$ cat src/rtl/tdm_demux16_if.sv
`default_nettype none
// ============================================================================
//  Module      : tdm_demux16_if
//  Description : Serial-in / parallel-out bus bundle for the TDM demultiplexer.
//                The master drives the slot stream and the slave returns the
//                reassembled word, its valid pulse, slot index and error flag.
//  Revision    : 1.0 - initial release
// ============================================================================
interface tdm_demux16_if #(
  parameter int WIDTH = 16,
  parameter int SEL_W = 4
);
  logic             en;
  logic             frame_sync;
  logic             din;
  logic [WIDTH-1:0] dout;
  logic             dout_valid;
  logic [SEL_W-1:0] slot;
  logic             sync_err;

  modport master (
    output en, frame_sync, din,
    input  dout, dout_valid, slot, sync_err
  );

  modport slave (
    input  en, frame_sync, din,
    output dout, dout_valid, slot, sync_err
  );
endinterface
`default_nettype wire

$ cat src/rtl/tdm_demux16.sv
`default_nettype none
// ============================================================================
//  Module      : tdm_demux16
//  Description : 16-slot TDM receiver. One serial bit is captured per enabled
//                clock into a shadow register; a complete frame is presented
//                on dout with a one-cycle dout_valid pulse. Missing or early
//                frame_sync raises a one-cycle sync_err pulse.
//  Revision    : 1.0 - initial release
// ============================================================================
module tdm_demux16 #(
  parameter int WIDTH = 16,
  parameter int SEL_W = 4
) (
  input  wire            clk,
  input  wire            rst_n,
  tdm_demux16_if.slave   tdm_if
);

  typedef enum logic [0:0] {
    ST_IDLE = 1'b0,
    ST_RECV = 1'b1
  } state_t;

  localparam logic [SEL_W-1:0] C_SLOT_LAST = SEL_W'(WIDTH - 1);
  localparam logic [SEL_W-1:0] C_SLOT_ONE  = SEL_W'(1);

  state_t             state_q,      state_d;
  logic [SEL_W-1:0]   slot_q,       slot_d;
  // The last slot's bit goes straight from din into dout, so the shadow only
  // needs to hold slots 0..WIDTH-2.
  logic [WIDTH-2:0]   shadow_q,     shadow_d;
  logic [WIDTH-1:0]   dout_q,       dout_d;
  logic               dout_valid_q, dout_valid_d;
  logic               sync_err_q,   sync_err_d;

  // State, slot counter, shadow, output word and pulse registers.
  always_ff @(posedge clk or negedge rst_n) begin
    if (!rst_n) begin
      state_q      <= ST_IDLE;
      slot_q       <= '0;
      shadow_q     <= '0;
      dout_q       <= '0;
      dout_valid_q <= 1'b0;
      sync_err_q   <= 1'b0;
    end else begin
      state_q      <= state_d;
      slot_q       <= slot_d;
      shadow_q     <= shadow_d;
      dout_q       <= dout_d;
      dout_valid_q <= dout_valid_d;
      sync_err_q   <= sync_err_d;
    end
  end

  // Next-state logic: slot routing, frame completion and framing checks.
  always_comb begin
    state_d      = state_q;
    slot_d       = slot_q;
    shadow_d     = shadow_q;
    dout_d       = dout_q;
    dout_valid_d = 1'b0;
    sync_err_d   = 1'b0;

    if (tdm_if.en) begin
      case (state_q)
        ST_IDLE: begin
          // Wait for a marked slot 0; unmarked bits are silently dropped.
          if (tdm_if.frame_sync) begin
            shadow_d[0] = tdm_if.din;
            slot_d      = C_SLOT_ONE;
            state_d     = ST_RECV;
          end
        end

        ST_RECV: begin
          if (slot_q == '0) begin
            // Frame boundary: sync must be present or framing is lost.
            if (tdm_if.frame_sync) begin
              shadow_d[0] = tdm_if.din;
              slot_d      = C_SLOT_ONE;
            end else begin
              sync_err_d = 1'b1;
              state_d    = ST_IDLE;
            end
          end else if (tdm_if.frame_sync) begin
            // Early sync: abandon the partial word and restart at slot 0.
            sync_err_d  = 1'b1;
            shadow_d[0] = tdm_if.din;
            slot_d      = C_SLOT_ONE;
          end else if (slot_q == C_SLOT_LAST) begin
            dout_d       = {tdm_if.din, shadow_q};
            dout_valid_d = 1'b1;
            slot_d       = '0;
          end else begin
            shadow_d[slot_q] = tdm_if.din;
            slot_d           = slot_q + C_SLOT_ONE;
          end
        end

        default: begin
          state_d = ST_IDLE;
          slot_d  = '0;
        end
      endcase
    end
  end

  assign tdm_if.dout       = dout_q;
  assign tdm_if.dout_valid = dout_valid_q;
  assign tdm_if.slot       = slot_q;
  assign tdm_if.sync_err   = sync_err_q;

endmodule
`default_nettype wire

$ cat src/flat_wrapper.sv
// flat-port wrapper written by rule: the top's interface ports become plain ports
module tdm_demux16_flat 
#(
  parameter int WIDTH = 16,
  parameter int SEL_W = 4
)
  (clk, rst_n, tdm_if_en, tdm_if_frame_sync, tdm_if_din, tdm_if_dout, tdm_if_dout_valid, tdm_if_slot, tdm_if_sync_err);
  tdm_demux16_if #(.WIDTH(WIDTH), .SEL_W(SEL_W)) tdm_if_i ();
  input  wire clk;
  input  wire rst_n;
  input wire logic [$bits(tdm_if_i.en)-1:0] tdm_if_en;
  input wire logic [$bits(tdm_if_i.frame_sync)-1:0] tdm_if_frame_sync;
  input wire logic [$bits(tdm_if_i.din)-1:0] tdm_if_din;
  output wire logic [$bits(tdm_if_i.dout)-1:0] tdm_if_dout;
  output wire logic [$bits(tdm_if_i.dout_valid)-1:0] tdm_if_dout_valid;
  output wire logic [$bits(tdm_if_i.slot)-1:0] tdm_if_slot;
  output wire logic [$bits(tdm_if_i.sync_err)-1:0] tdm_if_sync_err;
  assign tdm_if_i.en = tdm_if_en;
  assign tdm_if_i.frame_sync = tdm_if_frame_sync;
  assign tdm_if_i.din = tdm_if_din;
  assign tdm_if_dout = tdm_if_i.dout;
  assign tdm_if_dout_valid = tdm_if_i.dout_valid;
  assign tdm_if_slot = tdm_if_i.slot;
  assign tdm_if_sync_err = tdm_if_i.sync_err;
  tdm_demux16 #(.WIDTH(WIDTH), .SEL_W(SEL_W)) u_core (.clk(clk), .rst_n(rst_n), .tdm_if(tdm_if_i));
endmodule
$ cat config.mk
export PLATFORM = sky130hd
export DESIGN_NAME = tdm_demux16_flat
export DESIGN_NICKNAME = d
export VERILOG_FILES = /design/src/rtl/tdm_demux16_if.sv /design/src/rtl/tdm_demux16.sv /design/src/flat_wrapper.sv
export SDC_FILE = /design/constraint.sdc
export NUM_CORES = 1
export LEC_CHECK = 0
export BUFFER_PORTS_ARGS = -buffer_cell sky130_fd_sc_hd__buf_2
export CORE_MARGIN = 1.5
export CORE_UTILIZATION = 30
export CTS_CLUSTER_DIAMETER = 60
export CTS_CLUSTER_SIZE = 12
export DETAILED_ROUTE_END_ITERATION = 16
export PLACE_DENSITY_LB_ADDON = 0.2
export SLEW_MARGIN = 30
export SYNTH_ARGS = -nofsm -noshare
export SYNTH_HDL_FRONTEND = slang
export SYNTH_SLANG_ARGS = --single-unit
$ cat constraint.sdc
create_clock -name clk -period 5.7 [get_ports clk]
set_input_delay 1.71 -clock clk [delete_from_list [all_inputs] [get_ports clk]]
set_output_delay 1.71 -clock clk [all_outputs]
set_load 0.005 [all_outputs]
Word-level counts from Yosys, hierarchy flattened
Index checks and enable logic that the tools add are counted.
{ "op_classes": {"magnitude_cmp": 2, "eq_ne": 2, "n_addsub": 1, "mux": 25, "bitwise": 4, "n_reduce_logical": 5} }
{ "ops": {"columns": ["op", "count"], "rows": [
  ["$mux 1", 16],
  ["$mux 4", 4],
  ["$bwmux 15", 1],
  ["$reduce_and 5->1", 2],
  ["$pmux 4 s2", 1],
  ["$lt 4x5->1 const B", 1],
  ["$add 4x1->4 const B", 1],
  ["$demux 1 s4", 1],
  ["$eq 4x4->1 const B", 1],
  ["$ge 4x1->1 const B", 1],
  ["$logic_not 4->1", 1],
  ["$ne 4x4->1 const B", 1],
  ["$not 1->1", 4],
  ["$pmux 1 s2", 2],
  ["$reduce_and 2->1", 1],
  ["$logic_and 1x1->1", 1]
]} }
{ "totals": {"output_inout_bits": 22, "in_bits": 5, "regBits": 38, "wordCells": 46} }

Longest topological paths before layout
Gate-level depths: netlist of run 1.
{ "logic_depth": {"ltp_word": 9, "mapped_depth": 9, "mapped_depth_nobuf": 8} }

Worst setup path before layout of run 1
No wires, ideal clock.
{ "synth_timing": {"kind": "input -> register", "startpoint": "input port tdm_if_frame_sync", "endpoint": "register u_core.dout_q[10], in the netlist u_core.tdm_if.dout[10]", "arrival_ns": 2.798, "setup_ns": 0.127, "cell_stages": 7, "path_buffers": 2, "required_time_ns": 5.573, "slack_ns": 2.774, "path_cell_list": "buf_6 -> inv_1 -> ha_1 -> nand3_1 -> nor2_4 -> buf_6 -> mux2_1"} }
{ "synth_between": {"elab_chain_len": 2} }
{ "synth_rtl": {"columns": ["element", "line", "source"], "rows": [
  ["start: declaration", "flat_wrapper.sv:12", "input wire logic [$bits(tdm_if_i.frame_sync)-1:0] tdm_if_frame_sync;"],
  ["$not 1->1 (no line)", null, null],
  ["$reduce_and 5->1 (no line)", null, null],
  ["end signal: assignment", "tdm_demux16.sv:49", "dout_q <= dout_d;"],
  ["end: declaration", "tdm_demux16.sv:32", "logic [WIDTH-1:0] dout_q, dout_d;"]
]} }
No other way between the ends.
A chain may end at the register's enable or synchronous reset.

Final worst setup path of run 1
{ "layout_timing": {"startpoint": "input port tdm_if_en", "endpoint": "register u_core.shadow_q[7]"} }
{ "layout_between": {"elab_chain_len": 1} }
{ "layout_rtl": {"columns": ["element", "line", "source"], "rows": [
  ["start: declaration", "flat_wrapper.sv:11", "input wire logic [$bits(tdm_if_i.en)-1:0] tdm_if_en;"],
  ["$reduce_and 5->1 (no line)", null, null],
  ["end signal: assignment", "tdm_demux16.sv:48", "shadow_q <= shadow_d;"],
  ["end: declaration", "tdm_demux16.sv:31", "logic [WIDTH-2:0] shadow_q, shadow_d;"]
]} }
No other way between the ends.

==> metrics.txt, run 1 <==
run status completed; cell class contributing the biggest share of worst-path delay simple AND/OR/NAND/NOR gates; setup repair after global routing missed its margin no; fraction of registers with async set or reset after synthesis between 90% and 100%; Final #Nets between 150 and 200; area added between synthesis and finish 12.43%; most frequently used flop master after synthesis sky130_fd_sc_hd__dfrtp_1; fraction of power consumed by sequential logic between 40% and 50%; power per unit of standard cell area 350.0 nW/um^2; cells resized by post-CTS repair 0; number of endpoints with negative hold slack in the final report 0; launching point of the worst reg2reg path u_core.tdm_if.slot[0]; slowest CP cell sky130_fd_sc_hd__and3b_1; crit path time final around 3000 ps; Antenna Nets Post-Route 0; cts bufs inserted 5; Starting Density a little under a third; Post-CTS Setup Inserts 0; detail-routed net length per standard cell roughly 15 um; share of total power in combinational logic a little under a quarter; launch point of the worst hold path u_core.tdm_if.dout[5]; total detailed-routing wirelength around 3500 um; setup TNS 0 ps; clock net sink count 38; wire length of the first global-routing pass roughly 5900 um; Initial DRC Count between 50 and 60; arrival time at the worst endpoint 3130 ps; number of global-route vias before repair about 1100; clock edge transition at the registers on the reported setup and hold paths roughly 70 ps; Post-Syn Nets 145; antenna violations before repair 0; quantity of hold-fixing buffers added after cts 0; number of buffers inserted by port buffering 26; fill count between 500 and 600; number of failing setup endpoints in the final timing report 0; Core Box Area 5921 sq um; FMAX 338.5 MHz; DP HPWL between 2000 and 2500 um; gr ovfl total 0; largest area contributor in the netlist sky130_fd_sc_hd__dfrtp_1; final standard cell utilization of the core 34.78%; Max rail drop VDD between 100 and 150 uV; worst-skew pair later-pin latency approximately 290 ps; worst-case setup slack after placement 2435 ps; LEAKAGE 1.055 nW; H-tree lvl count 2; Vias/cell 4.897; Setup WS post-layout between 2000 and 3000 ps; share of post-route cells with drive strength above 1 a little over a third; total global routing track utilization 12.04%; proportion of power drawn by the clock network 26.6%; top cell type's share of synthesized area around half; switching pwr roughly 0.24 mW; number of antenna repair diodes 0; CP Cell Sequence buf_2, and3b_1, nand4b_1, mux2_1; DRC violations left 0; Clock Tree Root sky130_fd_sc_hd__clkbuf_8; max-slew violation count 0; DIE HEIGHT about 80 um; Max-slew headroom a little over two fifths; warning count from the yosys run 0; # rows 28; clock tree from TritonCTS done; post-route fraction of the period consumed by the critical path 51.83%; number of detailed-route iterations in the first pass 2; Seq/Total Area, Yosys between 50% and 60%; library cells used by synthesis 33; cells after synthesis 135; CP Capture Type flip-flop; critical path startpoint tdm_if_en; die extent in x between 80 and 90 um; Routability Congestion around 0.86; endpoint required time on the critical path ~6000 ps; worst-path fanout max 18; Worst Tran Pin Value roughly 840 ps; Internal Dissipation 0.4841 mW; Post-synth EDFFs 0; die footprint around 6600 sq um; kind of launch point of the worst setup path input port; max incr delay on CP around 650 ps; maxcap violations 0; CTS Buffer Depth 2; Hold WC Path Type flip-flop to flip-flop; Avg Synthesized Cell Area ~14 sq um; Max Clock Skew between 5 and 6 ps; critical path class input port to flip-flop; Sw Ratio 32.84%; IO Pins 27; cell area after technology mapping 1832 sq um; Seq cells post-synth 38; CP Buf/Inv Count 1; via count ~1100; most area-consuming cells after synthesis sky130_fd_sc_hd__dfrtp_1, sky130_fd_sc_hd__mux2_1, sky130_fd_sc_hd__mux2_4; largest net degree at the start of global routing 39
[layer usage]
| layer | global-route usage, % | vias to the layer above | part of all wire (%) |
|---|---|---|---|
| met5 | 0 | - | 0 |
| met4 | 4.655 | 0 | 1.5 |
| met3 | 3.820 | 6 | 4.3 |
| met2 | 18.83 | 20 | 47 |
| met1 | 15.47 | 583 | 47 |
| li1 | - | 537 | - |
[metrics by stage]
| step | std cells | instance area, sq um | hold slack [ps] | total power, mW |
|---|---|---|---|---|
| after detailed placement | 226 | 1968 | 475.1 | 0.5348 |
| final | 234 | 2059 | 485.4 | 0.7209 |
| after CTS | 234 | 2059 | 491.7 | 0.7270 |
| after global routing | 234 | 2059 | 518.0 | 0.7711 |
| after global placement | 226 | 1968 | 467.5 | 0.5289 |
| after floorplan | 135 | 1832 | 458.5 | 0.4924 |
[registers in the layout, summed over array words and instances, names as in the netlist]
name / flops
u_core.state_q: 1
u_core.tdm_if.dout: 16
u_core.tdm_if.slot: 4
u_core.tdm_if.sync_err: 1
u_core.shadow_q: 15
u_core.tdm_if.dout_valid: 1
[final cells by class]
class,instances,area [sq um],area share [%]
repair buffers,26,130.1,6.318
clock inverters,1,5.005,0.2430
multi-input cells,81,770.7,37.42
flip-flops and latches,38,950.9,46.17
well taps,75,93.84,4.556
clock buffers,7,86.33,4.192
inverters,6,22.52,1.094
[cell usage in the layout, fill, tap and decap left out, types with 2 or more instances in the layout]
cell | synthesis | final
sky130_fd_sc_hd__ha_1 | 5 | 5
sky130_fd_sc_hd__mux2_4 | 6 | 6
sky130_fd_sc_hd__nand4b_1 | 4 | 4
sky130_fd_sc_hd__and3b_1 | 2 | 2
sky130_fd_sc_hd__o21ai_1 | 2 | 2
sky130_fd_sc_hd__a311oi_1 | 3 | 3
sky130_fd_sc_hd__o221ai_1 | 2 | 2
sky130_fd_sc_hd__o21ai_0 | 3 | 3
sky130_fd_sc_hd__a21oi_1 | 2 | 2
sky130_fd_sc_hd__dfrtp_1 | 38 | 38
sky130_fd_sc_hd__a211o_1 | 2 | 2
sky130_fd_sc_hd__buf_2 | 3 | 26
sky130_fd_sc_hd__inv_1 | 5 | 5
sky130_fd_sc_hd__mux2_1 | 18 | 18
sky130_fd_sc_hd__nand3_1 | 8 | 8
sky130_fd_sc_hd__mux2_2 | 6 | 6
sky130_fd_sc_hd__nand2_1 | 2 | 2
sky130_fd_sc_hd__clkbuf_8 | 0 | 6
sky130_fd_sc_hd__nand3_2 | 6 | 6
[logic make-up after synthesis]
group | Yosys count | share of synthesized area, %
AOI/OAI and AO/OA | 16 | 6.763
and+or+nand+nor | 30 | 12.23
DFF | 38 | 51.91
muxes | 30 | 19.67
buffers and inverters | 16 | 6.010
adders and majority gates | 5 | 3.415
[path summary, 6_finish.rpt]
path | end | slack (ps) | cells past startpoint
min | u_core.tdm_if.dout[5] | 490 | 1
min in group asynchronous | u_core.tdm_if.dout[7] | 1520 | 1
min reg2reg | u_core.tdm_if.dout[5] | 490 | 1
max | u_core.shadow_q[7] | 2750 | 4
max in group asynchronous | u_core.shadow_q[2] | 3650 | 1
max reg2reg | u_core.tdm_if.dout[2] | 3190 | 8
[cells in the mapped netlist, drive strengths merged (2+ instances only)]
cell,n
a211o,2
a21oi,2
a311oi,3
and3b,2
buf,9
dfrtp,38
ha,5
inv,6
mux2,30
nand2,2
nand3,14
nand4b,4
nor2,2
o21ai,5
o221ai,2
[power groups by stage]
stage	registers [mW]	logic (mW)	clock network [mW]
floorplan	0.340	0.153	0
global placement	0.361	0.168	0
detailed placement	0.364	0.171	0
CTS	0.359	0.172	0.196
global route	0.368	0.192	0.210
finish	0.360	0.170	0.192
No activity file was read; power rests on OpenSTA's default activity.
==> run 2, diff against run 1 <==
Clock period 5.7 ns to 3.1 ns, I/O delays scaled along.
==> metrics.txt, run 2 (synthesis results as in run 1) <==
run status completed; worst-case hold path end point u_core.tdm_if.dout[5]; CP Buf/Inv Count 2; CTS Buffer Depth 2; die extent in x 81.14 um; slack of the worst reg-to-reg path 650 ps; R2R Path End u_core.tdm_if.dout[4]; critical path class flip-flop to flip-flop; number of global-route vias before repair ~1100; arrival time at the worst endpoint ~2600 ps; antenna violations before repair 0; # rows 28; CP Cell Sequence inv_1, ha_1, nor3b_2, inv_2, ha_1, nand3_1, nor2_4, mux2_2; worst-path fanout max 16; Hold WC Path Type flip-flop to flip-flop; worst-skew pair later-pin latency about 280 ps; number of endpoints with negative hold slack in the final report 0; clock net sink count 38; maxcap violations 0; launching point of the worst reg2reg path u_core.tdm_if.slot[0]; worst hold margin approximately 480 ps; CP Capture Type flip-flop; number of failing setup endpoints in the final timing report 0; gr ovfl total 0; max incr delay on CP approximately 480 ps; number of antenna repair diodes 0; fill count 570; IO Pins 27; post-route fraction of the period consumed by the critical path between 70% and 80%; max-slew violation count 0; clock tree from TritonCTS done; Clock Tree Root sky130_fd_sc_hd__clkbuf_8; commonest non-fill, non-tap cells in the layout sky130_fd_sc_hd__dfrtp_1, sky130_fd_sc_hd__buf_2, sky130_fd_sc_hd__mux2_1; DRC violations left 0; Max rail drop VDD 350.4 uV; clock edge transition at the registers on the reported setup and hold paths 70 ps; Post-CTS Setup Inserts 0; Max Clock Skew between 5 and 6 ps; dominant cell type by count on the critical path sky130_fd_sc_hd__ha_1; Worst Tran Pin Value slightly above 800 ps; endpoint required time on the critical path 3260 ps; DIE HEIGHT 81.14 um; Max-slew headroom 45.04%; detail-routed net length per standard cell roughly 14 um; setup TNS 0 ps; slowest CP cell sky130_fd_sc_hd__dfrtp_1; number of detailed-route iterations in the first pass 4; Final #Nets roughly 170; Initial DRC Count slightly below 60; Core Box Area roughly 6000 sq um; flip-flop count of the largest register after layout 16; area post-placement just under 2000 sq um; die footprint 6584 sq um; total global routing track utilization a little over a tenth; worst hold path cell count 1; FF-to-FF path depth 8; share of post-route cells with drive strength above 1 approximately 35%; power per unit of standard cell area 619.4 nW/um^2; kind of launch point of the worst setup path flip-flop; launch point of the worst hold path u_core.tdm_if.dout[5]; DP HPWL 2209 um; H-tree lvl count 2; crit path time final 2450 ps; FMAX around 400 MHz; Antenna Nets Post-Route 0; via count ~1100; final instance area 2047 sq um; total detailed-routing wirelength 3184 um; largest net degree at the start of global routing 39; cells resized by post-CTS repair 0; setup repair after global routing missed its margin no; LEAKAGE around 1.1 nW; wire length of the first global-routing pass around 5500 um; area added between synthesis and finish 11.75%; Starting Density 30.94%; cts bufs inserted 5; most common cell after layout, fill and taps aside sky130_fd_sc_hd__dfrtp_1; quantity of hold-fixing buffers added after cts 0; number of buffers inserted by port buffering 26; Vias/cell approximately 4.8; Routability Congestion just under 0.9; cell class contributing the biggest share of worst-path delay simple AND/OR/NAND/NOR gates
==> run 2: area by class of cell <==
cell class	count	area, sq um	share of cell area [%]
clock buffer	5	68.82	3.362
inverter	6	22.52	1.100
clock inverter	2	10.01	0.4890
sequential	38	950.9	46.45
timing repair buffer	26	130.1	6.357
multi-input combinational	81	770.7	37.65
tap	75	93.84	4.584
==> run 2: stage by stage <==
stage	setup slack [ps]	util, %	std cells	power, mW
after floorplan	954.4	-	135	0.9054
after global placement	621.5	33.24	226	0.9723
after detailed placement	620.9	33.24	226	0.9740
after CTS	591.5	34.57	233	1.287
after global routing	438.5	34.57	233	1.365
final	649.7	34.57	233	1.268
==> run 2: worst max-delay path by stage <==
stage                                from                endpoint  slack, ps  cells after the start
floorplan               tdm_if_frame_sync  u_core.tdm_if.dout[10]        950                      7
global placement        tdm_if_frame_sync      u_core.shadow_q[7]        620                      4
detailed placement  u_core.tdm_if.slot[0]  u_core.tdm_if.dout[15]        620                      8
CTS                 u_core.tdm_if.slot[0]  u_core.tdm_if.dout[15]        590                      8
global route        u_core.tdm_if.slot[0]  u_core.tdm_if.dout[15]        440                      8
finish              u_core.tdm_if.slot[0]   u_core.tdm_if.dout[4]        650                      8
==> run 2: power breakdown <==
part           internal [mW]  switching [mW]  total, mW  leakage, nW
sequential             0.572          0.0857      0.658        0.514
combinational          0.139           0.166      0.305        0.493
clock                  0.151           0.154      0.305       0.0438
total                  0.862           0.406       1.27         1.05
==> run 2: layer usage <==
layer | vias up | track usage (%) | share of wire, %
met5 | - | 0 | 0
met1 | 547 | 14.10 | 48
met3 | 6 | 2.921 | 4.6
met2 | 23 | 17.25 | 46
met4 | 0 | 3.793 | 1.3
li1 | 532 | - | -
